`src/rtl/div_sequencer_pkg.sv`:
```
// Shared constants and FSM state encoding for the iterative divider.
package div_sequencer_pkg;

    localparam int DIV_WIDTH = 32;
    localparam int DIV_ITER  = 32;

    typedef enum logic [1:0] {
        DIV_IDLE = 2'd0,
        DIV_ZERO = 2'd1,
        DIV_ON   = 2'd2,
        DIV_END  = 2'd3
    } div_state_e;

endpackage

```
`src/rtl/div_step.sv`:
```
// One restoring shift-subtract step: shift, trial subtract, insert quotient bit.
module div_step #(
    parameter int WIDTH = 32
) (
    input  logic [2*WIDTH-1:0] work,
    input  logic [WIDTH-1:0]   divisor,
    output logic [2*WIDTH-1:0] work_next
);

    // Upper half after the shift needs W+1 bits: the bit shifted out still counts.
    logic [WIDTH:0] partial;
    logic [WIDTH:0] diff;
    logic           fits;

    always_comb begin
        partial = work[2*WIDTH-1:WIDTH-1];
        diff    = partial - {1'b0, divisor};
        fits    = ~diff[WIDTH];
        work_next[WIDTH-1:0] = {work[WIDTH-2:0], fits};
        if (fits)
            work_next[2*WIDTH-1:WIDTH] = diff[WIDTH-1:0];
        else
            work_next[2*WIDTH-1:WIDTH] = partial[WIDTH-1:0];
    end

endmodule

```
`src/rtl/div_sequencer.sv`:
```
// DIV/DIVU controller: operand latch, 32-step restoring sequence, sign fix-up, HI/LO result.
module div_sequencer
    import div_sequencer_pkg::*;
#(
    parameter int WIDTH  = DIV_WIDTH,
    parameter int ITER_W = 6
) (
    input  logic               clk,
    input  logic               rst,
    input  logic               start,
    input  logic               signed_div,
    input  logic               cancel,
    input  logic [WIDTH-1:0]   operand_1,
    input  logic [WIDTH-1:0]   operand_2,
    output logic               stall_request,
    output logic               result_ready,
    output logic [2*WIDTH-1:0] result
);

    localparam logic [ITER_W-1:0] LAST = ITER_W'(WIDTH - 1);

    div_state_e         state;
    logic [ITER_W-1:0]  counter;
    logic [WIDTH-1:0]   divisor;
    logic [2*WIDTH-1:0] work;
    logic [2*WIDTH-1:0] work_next;
    logic               sign_q;
    logic               sign_r;

    logic               neg_1;
    logic               neg_2;
    logic [WIDTH-1:0]   abs_1;
    logic [WIDTH-1:0]   abs_2;
    logic [WIDTH-1:0]   q_fix;
    logic [WIDTH-1:0]   r_fix;

    assign neg_1 = signed_div & operand_1[WIDTH-1];
    assign neg_2 = signed_div & operand_2[WIDTH-1];
    assign abs_1 = neg_1 ? (~operand_1 + 1'b1) : operand_1;
    assign abs_2 = neg_2 ? (~operand_2 + 1'b1) : operand_2;

    div_step #(.WIDTH(WIDTH)) u_step (
        .work      (work),
        .divisor   (divisor),
        .work_next (work_next)
    );

    assign q_fix = sign_q ? (~work_next[WIDTH-1:0] + 1'b1) : work_next[WIDTH-1:0];
    assign r_fix = sign_r ? (~work_next[2*WIDTH-1:WIDTH] + 1'b1) : work_next[2*WIDTH-1:WIDTH];

    // Low in END so EX advances on the cycle the result is presented.
    assign stall_request = start & ~cancel & (state != DIV_END);

    always_ff @(posedge clk or posedge rst) begin
        if (rst) begin
            state        <= DIV_IDLE;
            counter      <= '0;
            divisor      <= '0;
            work         <= '0;
            sign_q       <= 1'b0;
            sign_r       <= 1'b0;
            result       <= '0;
            result_ready <= 1'b0;
        end else if (cancel) begin
            state        <= DIV_IDLE;
            result       <= '0;
            result_ready <= 1'b0;
        end else begin
            case (state)
                DIV_IDLE: begin
                    result_ready <= 1'b0;
                    if (start) begin
                        if (operand_2 == '0) begin
                            state <= DIV_ZERO;
                        end else begin
                            state   <= DIV_ON;
                            divisor <= abs_2;
                            work    <= {{WIDTH{1'b0}}, abs_1};
                            sign_q  <= neg_1 ^ neg_2;
                            sign_r  <= neg_1;
                            counter <= '0;
                        end
                    end
                end
                DIV_ON: begin
                    if (!start) begin
                        state        <= DIV_IDLE;
                        result       <= '0;
                        result_ready <= 1'b0;
                    end else begin
                        work    <= work_next;
                        counter <= counter + ITER_W'(1);
                        if (counter == LAST) begin
                            state        <= DIV_END;
                            result       <= {r_fix, q_fix};
                            result_ready <= 1'b1;
                        end
                    end
                end
                DIV_ZERO: begin
                    result <= '0;
                    if (!start) begin
                        state        <= DIV_IDLE;
                        result_ready <= 1'b0;
                    end else begin
                        state        <= DIV_END;
                        result_ready <= 1'b1;
                    end
                end
                DIV_END: begin
                    if (!start) begin
                        state        <= DIV_IDLE;
                        result_ready <= 1'b0;
                    end
                end
                default: begin
                    state        <= DIV_IDLE;
                    result_ready <= 1'b0;
                end
            endcase
        end
    end

endmodule

```
`config.mk`:
```
export PLATFORM = sky130hd
export DESIGN_NAME = div_sequencer
export DESIGN_NICKNAME = d
export VERILOG_FILES = /design/src/rtl/div_sequencer_pkg.sv /design/src/rtl/div_step.sv /design/src/rtl/div_sequencer.sv
export SDC_FILE = /design/constraint.sdc
export NUM_CORES = 1
export LEC_CHECK = 0
export CAP_MARGIN = 20
export CORE_MARGIN = 5
export CORE_UTILIZATION = 47
export DETAILED_ROUTE_END_ITERATION = 7
export PLACE_DENSITY = 0.77
export SLEW_MARGIN = 20
export SYNTH_ARGS = -nofsm -noshare
export SYNTH_HDL_FRONTEND = slang
export SYNTH_HIERARCHICAL = 1
export SYNTH_SLANG_ARGS = --single-unit
```
`constraint.sdc`:
```
create_clock -name clk -period 6 [get_ports clk]
set_input_delay 1.2 -clock clk [delete_from_list [all_inputs] [get_ports clk]]
set_output_delay 1.2 -clock clk [all_outputs]
set_load 0.005 [all_outputs]
```
==> results of run 1 <==
-- worst reg2reg max path: cells and delay by family, from the launching register on --
family / cells / cell delay (ns)
xor gates and xnor gates: 1 / 0.18
DFF: 1 / 0.39
and+or+nand+nor: 5 / 1.77
adders and majority gates: 2 / 0.63
muxes: 1 / 0.38
buffers and inverters: 1 / 0.28
AOI/OAI and AO/OA: 7 / 1.63
-- registers in the layout, summed over array words and instances (netlist names) --
| name | cells |
|---|---|
| counter | 6 |
| divisor | 32 |
| result | 64 |
| result_ready | 1 |
| sign_q | 1 |
| sign_r | 1 |
| state | 2 |
| work | 64 |
-- cell type report --
| cell class | count | area [um2] | share of cell area [%] |
|---|---|---|---|
| Tap cell | 335 | 419 | 2.99 |
| Clock inverter | 13 | 159 | 1.13 |
| Clock buffer | 18 | 439 | 3.13 |
| Multi-Input combinational cell | 1120 | 7090 | 50.5 |
| Timing Repair Buffer | 142 | 1410 | 10.1 |
| Sequential cell | 171 | 4280 | 30.5 |
| Inverter | 62 | 238 | 1.69 |
-- cell usage after synthesis (7+ instances only) --
library cell / n
nor4_1: 14
a211oi_1: 7
o21ai_0: 154
xor2_1: 84
nand2b_1: 14
o31ai_1: 33
ha_1: 42
nand3_1: 43
buf_4: 38
clkbuf_1: 43
nor3_1: 19
or4_1: 15
mux2_4: 29
nand4_1: 15
mux2i_1: 11
a21o_1: 14
a31oi_1: 10
o211ai_1: 7
buf_2: 9
o21a_1: 7
o41ai_1: 12
a21oi_1: 106
inv_1: 61
nor2b_1: 11
nand2_1: 220
nor2_1: 98
or3_1: 15
dfrtp_1: 171
o21ai_1: 11
xnor2_1: 58
-- power by group --
group / leakage, nW / switching, mW / internal (mW) / total [mW]
combinational: 3.65 / 1.27 / 0.843 / 2.11
clock: 0.294 / 0.517 / 0.637 / 1.15
sequential: 2.23 / 0.336 / 1.43 / 1.77
total: 6.17 / 2.12 / 2.91 / 5.04
-- routing by layer --
| metal | vias up | share of wire, % | global-route usage [%] |
|---|---|---|---|
| met4 | 0 | 1.7 | 5.99 |
| met1 | 5070 | 48 | 33.0 |
| met3 | 38 | 5.9 | 2.68 |
| li1 | 5200 | - | - |
| met5 | - | 0 | 0 |
| met2 | 347 | 44 | 32.7 |
-- how the worst min path moves through the flow --
stage,start,to,slack (ns)
finish,result[13]$_DFFE_PP0P_,result[13]$_DFFE_PP0P_,0.48
global route,result[58]$_DFFE_PP0P_,result[58]$_DFFE_PP0P_,0.51
CTS,result[58]$_DFFE_PP0P_,result[58]$_DFFE_PP0P_,0.49
detailed placement,result[58]$_DFFE_PP0P_,result[58]$_DFFE_PP0P_,0.47
global placement,result[56]$_DFFE_PP0P_,result[56]$_DFFE_PP0P_,0.46
floorplan,work[13]$_DFFE_PP0P_,work[13]$_DFFE_PP0P_,0.45
-- placed cells by master, fill, tap and decap left out, types with 41 or more instances in the layout --
cell type,instances
nand2_1,220
dfrtp_1,171
o21ai_0,154
clkdlybuf4s50_1,134
a21oi_1,106
nor2_1,96
xor2_1,84
inv_1,60
xnor2_1,58
nand3_1,43
ha_1,41
-- kinds of logic (layout without fill, tap and decap cells) --
family          after synthesis  after routing  synth area share (%)
fa+ha+maj                    43             43                  4.48
mux                          46             46                  5.04
compound gates              391            391                  19.1
xor+xnor                    142            142                  10.2
simple gates                498            498                  19.2
flops                       171            171                  35.1
buf+inv                     166            235                  6.87
==> results.txt, run 1 <==
The source-to-sink clock delay at the later pin of the worst-skew pair came out at 0.44 ns. The tools report the cell at the root of the clock tree as clkbuf_16. The sequential share of the synthesized area is 35.1%.

The endpoint identified for the worst register-to-register timing path is result[50]$_DFFE_PP0P_. The dominant cell type by count on the critical path is a211oi_1. Area share of the largest cell type after synthesis: 35.1%.

STA classifies the critical path endpoint as a register. After technology mapping, the gate count stands at 1457. Once detail routing completed, the nets flagged for antenna violations numbered 0. The run gives 185 MHz as the peak clock frequency supported by timing. The number of global-route vias before repair is 10100, and the share of layout cells above drive strength 1 is 6.68%. The first global-routing pass estimated 52100 um of wire. STA puts the critical path data arrival time at 5.69 ns. After filler insertion, the fill cell instance count of the layout stands at 2342. For this run, design rule violations remaining after detail routing come to 0. For the area inside the core boundary, the log shows 25800 um2. The largest individual stage delay along the critical path comes from the cell or4_1.

Counting cells, the worst reg-to-reg path comes to 17. In this run the critical register-to-register path is launched from divisor[0]$_DFFE_PP0P_. For the sum of routed wire length over all layers, the log shows 32200 um.

Setup violations remaining at the end of the flow were counted as 0. The final layout contains 1626 nets. The total of cells resized after clock tree synthesis was 0; the number of placed I/O pins was 135.

For the final non-filler cell area, the log shows 14000 um2. The type of origin of the critical path is a register. STA puts the critical path data required time at 6.27 ns. For the initial antenna violation count, the log shows 0. The path class of the tightest hold or removal check is reg -> reg. The mean number of vias per cell is 5.73, and the static leakage is 6.17 nW. TritonCTS built the clock tree. The count of buffers added on input and output ports is 134. The tools report the final count of pins violating max slew as 0.

Traced cell by cell, the critical path runs through ha_1 -> fa_1 -> nand2b_1 -> a21o_1 -> a211oi_1 -> o31ai_2 -> a211oi_1 -> or2_1 -> o211ai_2 -> inv_2 -> mux2_4 -> or4_1 -> nor4_1 -> nand2_1 -> o41ai_1 -> xor2_1 -> o21ai_0. The netlist uses 71 different library cells. The tightest hold path in the finished design has a slack of 0.479 ns. The worst pin sits at a relative slew slack of 29.1%. Clock tree synthesis inserted a total of 17 buffers.

The tools report the cts-stage hold buffer count as 0. After synthesis, the mean cell area works out to 8.36 um2. The most critical setup path has its endpoint at result[50]$_DFFE_PP0P_.

The number of flops mapped to enable cells by yosys was 0; the post-synthesis to final-layout area growth was 15.3%. Across every metal layer, demand over resource in global routing totals 21.7%. The first element of the critical path is divisor[0]$_DFFE_PP0P_. In this run, synthesis produced a sequential element count of 171.

The floorplan step set the die height to 171 um. The run gives 0.0105 ns as the final clock skew. After synthesis, the cell types taking the most area are dfrtp_1, nand2_1, o21ai_0, xor2_1, a21oi_1. Number of failing hold endpoints at the final stage: 0.

The number of nets in the synthesized netlist is 1569. The pre-antenna-repair detailed-routing pass consisted of 5 iterations. The tools report the number of cell rows as 59. The Yosys step of the flow raised 6 warnings. After legalization and detailed placement, the total HPWL measured 23900 um. The number of placed instances, taps included is 1830, and the biggest cell delay along the critical path is 0.59 ns. The placed instances occupy a cell area of 13400 um2. In this run the deepest clock path goes through 2 buffers. Summing every instance area after synthesis gives 12200 um2.

Broken down by cell family, the worst path's largest delay share belongs to simple AND/OR/NAND/NOR gates. The worst path uses 90.3% of the clock period. The cell depth of the worst setup path works out to 17.

Clock tree synthesis found a total of 171 sinks. The count of buffers added by post-CTS timing repair for setup was 0. The worst path needs 5.42 ns of the cycle, external delays included.

The detailed router finished its first iteration with 746 violations. Setup repair after global routing left no endpoint under its margin. In this run the worst path has a maximum fanout of 10. After global routing the overflow that remains totals 0. Clock-pin slew was measured on the worst setup and hold paths at 0.07 ns.

Power comes to 5.04 mW. Max-cap violations in this run came to 0. Power spread over the standard cell area amounts to 359 nW/um2. The kind of critical path was reg -> reg.

The run gives 0.204 mV as the maximum VDD drop. The run gives 29200 um2 as the die area. The most area-hungry cell type in the Yosys netlist is dfrtp_1. Entering global routing, the biggest net connects 102 pins. Routability congestion estimate from global placement: 0.915. Of all flip-flops after synthesis, the portion carrying an async set or reset was 100%. The run gives 0.58 ns as the register-to-register path setup slack.

0 antenna diodes ended up in the layout. For the final routed database, the setup TNS stands at 0 ns. The flow ran to the end, and the final reports show no timing, DRC or antenna violations. Count of placed standard cells in the final layout, fillers left out: 1861.

Before CTS, the worst setup slack after placement is 0.695 ns. After detailed routing, the average wire length per cell comes to 17.3 um. The level count of the clock H-tree is 4, and the effective utilization at floorplan is 47.3%. Cells fill 54.5% of the core in the end. For the pin with the worst max-slew slack, the measured transition is 1.06 ns.

The buffering stage count on the worst path with inverters included came out at 1. The number of cells on the worst hold path was 2; the total vias in the final route was 10700. The leading register cell type out of synthesis is dfrtp_1. The worst path meets setup with 0.582 ns of slack.

The die is 171 um wide.
(Power assumes the default switching activity.)
==> inputs of run 2 (changes only) <==
--- a/config.mk
+++ b/config.mk
@@ -10,6 +10,7 @@
 export CORE_UTILIZATION = 47
 export DETAILED_ROUTE_END_ITERATION = 7
 export PLACE_DENSITY = 0.77
+export REMOVE_ABC_BUFFERS = 1
 export SLEW_MARGIN = 20
 export SYNTH_ARGS = -nofsm -noshare
 export SYNTH_HDL_FRONTEND = slang
==> results.txt, run 2 (synthesis gave the netlist of run 1 again) <==
The run finished with clean final reports. Length of the first detailed-routing pass in iterations: 5 (unchanged). The routability congestion estimate from global placement came out at 0.924 (+0.91%).

The run gives 29200 um2 (unchanged) as the die area. The run gives 4 (unchanged) as the level count of the clock H-tree. The count of antenna-violating nets left after detailed routing is 0 (unchanged), and the global-route total usage across every layer is 21.5% (-0.27 points). The critical-path maximum fanout was 15 (+5). STA classifies the critical path startpoint as a register.

The tools report the internal portion of total power as 2.84 mW (-2.6%). The tools report the power spent charging and discharging nets as 2.10 mW (-1.2%). The overall power consumption is 4.93 mW (-2.0%), and the number of clock sinks seen by CTS is 171 (unchanged). The logs give 0.531 ns (-0.164 ns) for the worst setup slack after placement and 25800 um2 (unchanged) for the area inside the core boundary. The static leakage is 6.18 nW (about the same), and the post-synthesis to final-layout area growth is 15.4% (about the same).

For the final clock skew, the log shows 0.0130 ns (+0.00251 ns). The DRC violations left is 0 (unchanged), and the slew at the pin with the worst max-slew slack is 0.999 ns (-0.0634 ns). The final non-filler cell area came out at 14000 um2 (about the same). The number of setup violations in the final report is 0 (unchanged), and the total of cells resized after clock tree synthesis is 0 (unchanged).

The HPWL reported at the end of detailed placement came out at 23400 um (-2.1%). Count of buffers added by post-CTS timing repair for setup: 0 (unchanged). The share of layout cells above drive strength 1 was 6.87% (+0.18 points); the pin count of the biggest net entering global routing was 97 (-4.9%).

TritonCTS built the clock tree. The share of power burned in the clock network came out at 22.5% (-0.4 points). Setup repair after global routing left no endpoint under its margin. Global-route wire length before repair: 51300 um (-1.5%).

The tools report the layout filler cell count as 2349 (+0.30%). The count of port buffers added during placement is 134 (unchanged). The number of global-route vias before repair came out at 10000 (-0.86%). The required arrival time at the worst endpoint came out at 6.28 ns (about the same).

The first-iteration detailed-routing DRC count was 879 (+18%); the worst slew slack as a fraction of its limit was 33.4% (+4.2 points). Initial antenna violation count: 0 (unchanged). Number of diodes: 0 (unchanged). Part of the total power dissipated in combinational logic: 41.9% (about the same).

The number of placed I/O pins is 135 (unchanged), and the proportion of total power due to net switching is 42.5% (+0.34 points). The clock transition time at the flip-flop clock pins of the worst setup and hold paths is 0.08 ns (about the same), and the total power per unit cell area is 351 nW/um2 (-2.1%). The final cycle utilization of the critical path was 92.0% (+1.7 points); the overall die height was 171 um (unchanged). The logs give 13400 um2 (about the same) for the total cell area at the placement stage and 0.480 ns (-0.101 ns) for the setup slack after layout. The sum of routed wire length over all layers is 31700 um (-1.4%). The peak clock frequency supported by timing came out at 181 MHz (-1.8%). The maximum VDD drop came out at 0.171 mV (-16%).

The mean number of vias per cell is 5.66 (-1.1%), and the number of cell rows is 59 (unchanged). The critical path is of the reg -> reg type. The tools report the power share of the sequential group as 35.6% (+0.5 points). The most frequent standard cell in the layout excluding fill and tap cells was nand2_1. The data arrival time of the worst path is 5.80 ns (+0.11 ns).

The overall die width was 171 um (unchanged). The maximum count of clock buffers along a single path came out at 2 (unchanged). The run gives 0 (unchanged) as the final count of pins violating max slew. The largest registers in the layout are result x64, work x64, divisor x32.

STA classifies the critical path endpoint as a register. In the layout the commonest cells are nand2_1, dfrtp_1, o21ai_0, clkdlybuf4s50_1, a21oi_1. The cts-stage hold buffer count is 0 (unchanged).

The total vias in the final route was 10600 (-0.97%); the effective utilization at floorplan was 47.3% (unchanged). Post-detailed-route wirelength per cell: 17.0 um (-1.5%). The source-to-sink clock delay at the later pin of the worst-skew pair is 0.44 ns (about the same), and the final period demand of the worst path is 5.52 ns (+0.101 ns). Cell at the root of the clock tree: clkbuf_16.

Number of failing hold endpoints at the final stage: 0 (unchanged). The TritonCTS buffer count is 17 (unchanged), and the number of nets in the finished design is 1628 (+0.12%). The path class of the lowest-slack min-delay path is reg -> reg.

The logs give 0 (unchanged) for the number of max-cap violations and 0 (unchanged) for the overflow left after global routing.
-- run 2: final timing paths --
check                      cells past startpoint                      to                    from  slack, ns
setup / recovery                              18  result[50]$_DFFE_PP0P_    work[31]$_DFFE_PP0P_       0.48
hold / removal                                 2  result[29]$_DFFE_PP0P_  result[29]$_DFFE_PP0P_       0.48
setup reg to reg                              18  result[50]$_DFFE_PP0P_    work[31]$_DFFE_PP0P_       0.48
hold reg to reg                                2  result[29]$_DFFE_PP0P_  result[29]$_DFFE_PP0P_       0.48
max in group asynchronous                      3    work[55]$_DFFE_PP0P_                     rst       3.59
min in group asynchronous                      2   result[4]$_DFFE_PP0P_                     rst       1.33
-- run 2: power groups by stage --
stage / combinational, mW / sequential [mW] / clock [mW]
2_1_floorplan: 1.44 / 1.69 / 0
3_3_place_gp: 2.02 / 1.75 / 0
4_1_cts: 2.06 / 1.75 / 1.13
5_1_grt: 2.31 / 1.81 / 1.18
6_report: 2.07 / 1.76 / 1.11
3_5_place_dp: 2.05 / 1.78 / 0
-- run 2: critical path, stage by stage (launching register included) --
cell and delay [ns]:
dfrtp_1 0.37, inv_1 0.07, ha_1 0.22, fa_1 0.40, nand2b_1 0.17, a21o_1 0.20, a211oi_1 0.35, o31ai_2 0.15
a211oi_1 0.34, or2_1 0.18, o211ai_2 0.18, inv_2 0.36, mux2_4 0.36, or4_1 0.61, nor4_1 0.55, nand2_1 0.20
o41ai_1 0.37, xor2_1 0.17, o21ai_0 0.08
-- run 2: per-stage QoR --
| step | setup TNS [ns] | hold slack (ns) | cells | utilization (%) |
|---|---|---|---|---|
| finish | 0 | 0.479 | 1864 | 54.5 |
| global route | 0 | 0.498 | 1864 | 54.5 |
| detailed placement | 0 | 0.469 | 1832 | 52.2 |
| global placement | 0 | 0.461 | 1832 | 52.2 |
| floorplan | -0.102 | 0.461 | 1353 | - |
| CTS | 0 | 0.486 | 1864 | 54.5 |
-- run 2: routing by layer --
layer	track usage (%)	up-vias	share of wire, %
met5	0	-	0
met2	35.3	317	47
li1	-	5199	-
met1	30.1	5006	46
met4	5.20	0	1.6
met3	3.12	30	6.1
-- run 2: area by class of cell --
type | instances | area (um2) | area share [%]
clock inverters | 15 | 176 | 1.26
repair buffers | 144 | 1420 | 10.1
inverters | 62 | 238 | 1.69
flip-flops and latches | 171 | 4280 | 30.5
well taps | 335 | 419 | 2.98
multi-input cells | 1120 | 7090 | 50.5
clock buffers | 17 | 425 | 3.03
==> inputs of run 3 (changes only) <==
--- a/config.mk
+++ b/config.mk
@@ -11,6 +11,7 @@
 export DETAILED_ROUTE_END_ITERATION = 7
 export PLACE_DENSITY = 0.77
 export REMOVE_ABC_BUFFERS = 1
+export SETUP_SLACK_MARGIN = 0.15
 export SLEW_MARGIN = 20
 export SYNTH_ARGS = -nofsm -noshare
 export SYNTH_HDL_FRONTEND = slang
==> results of run 3 <==
Same layout as run 2: the final DEF is identical, and so are final timing and power.
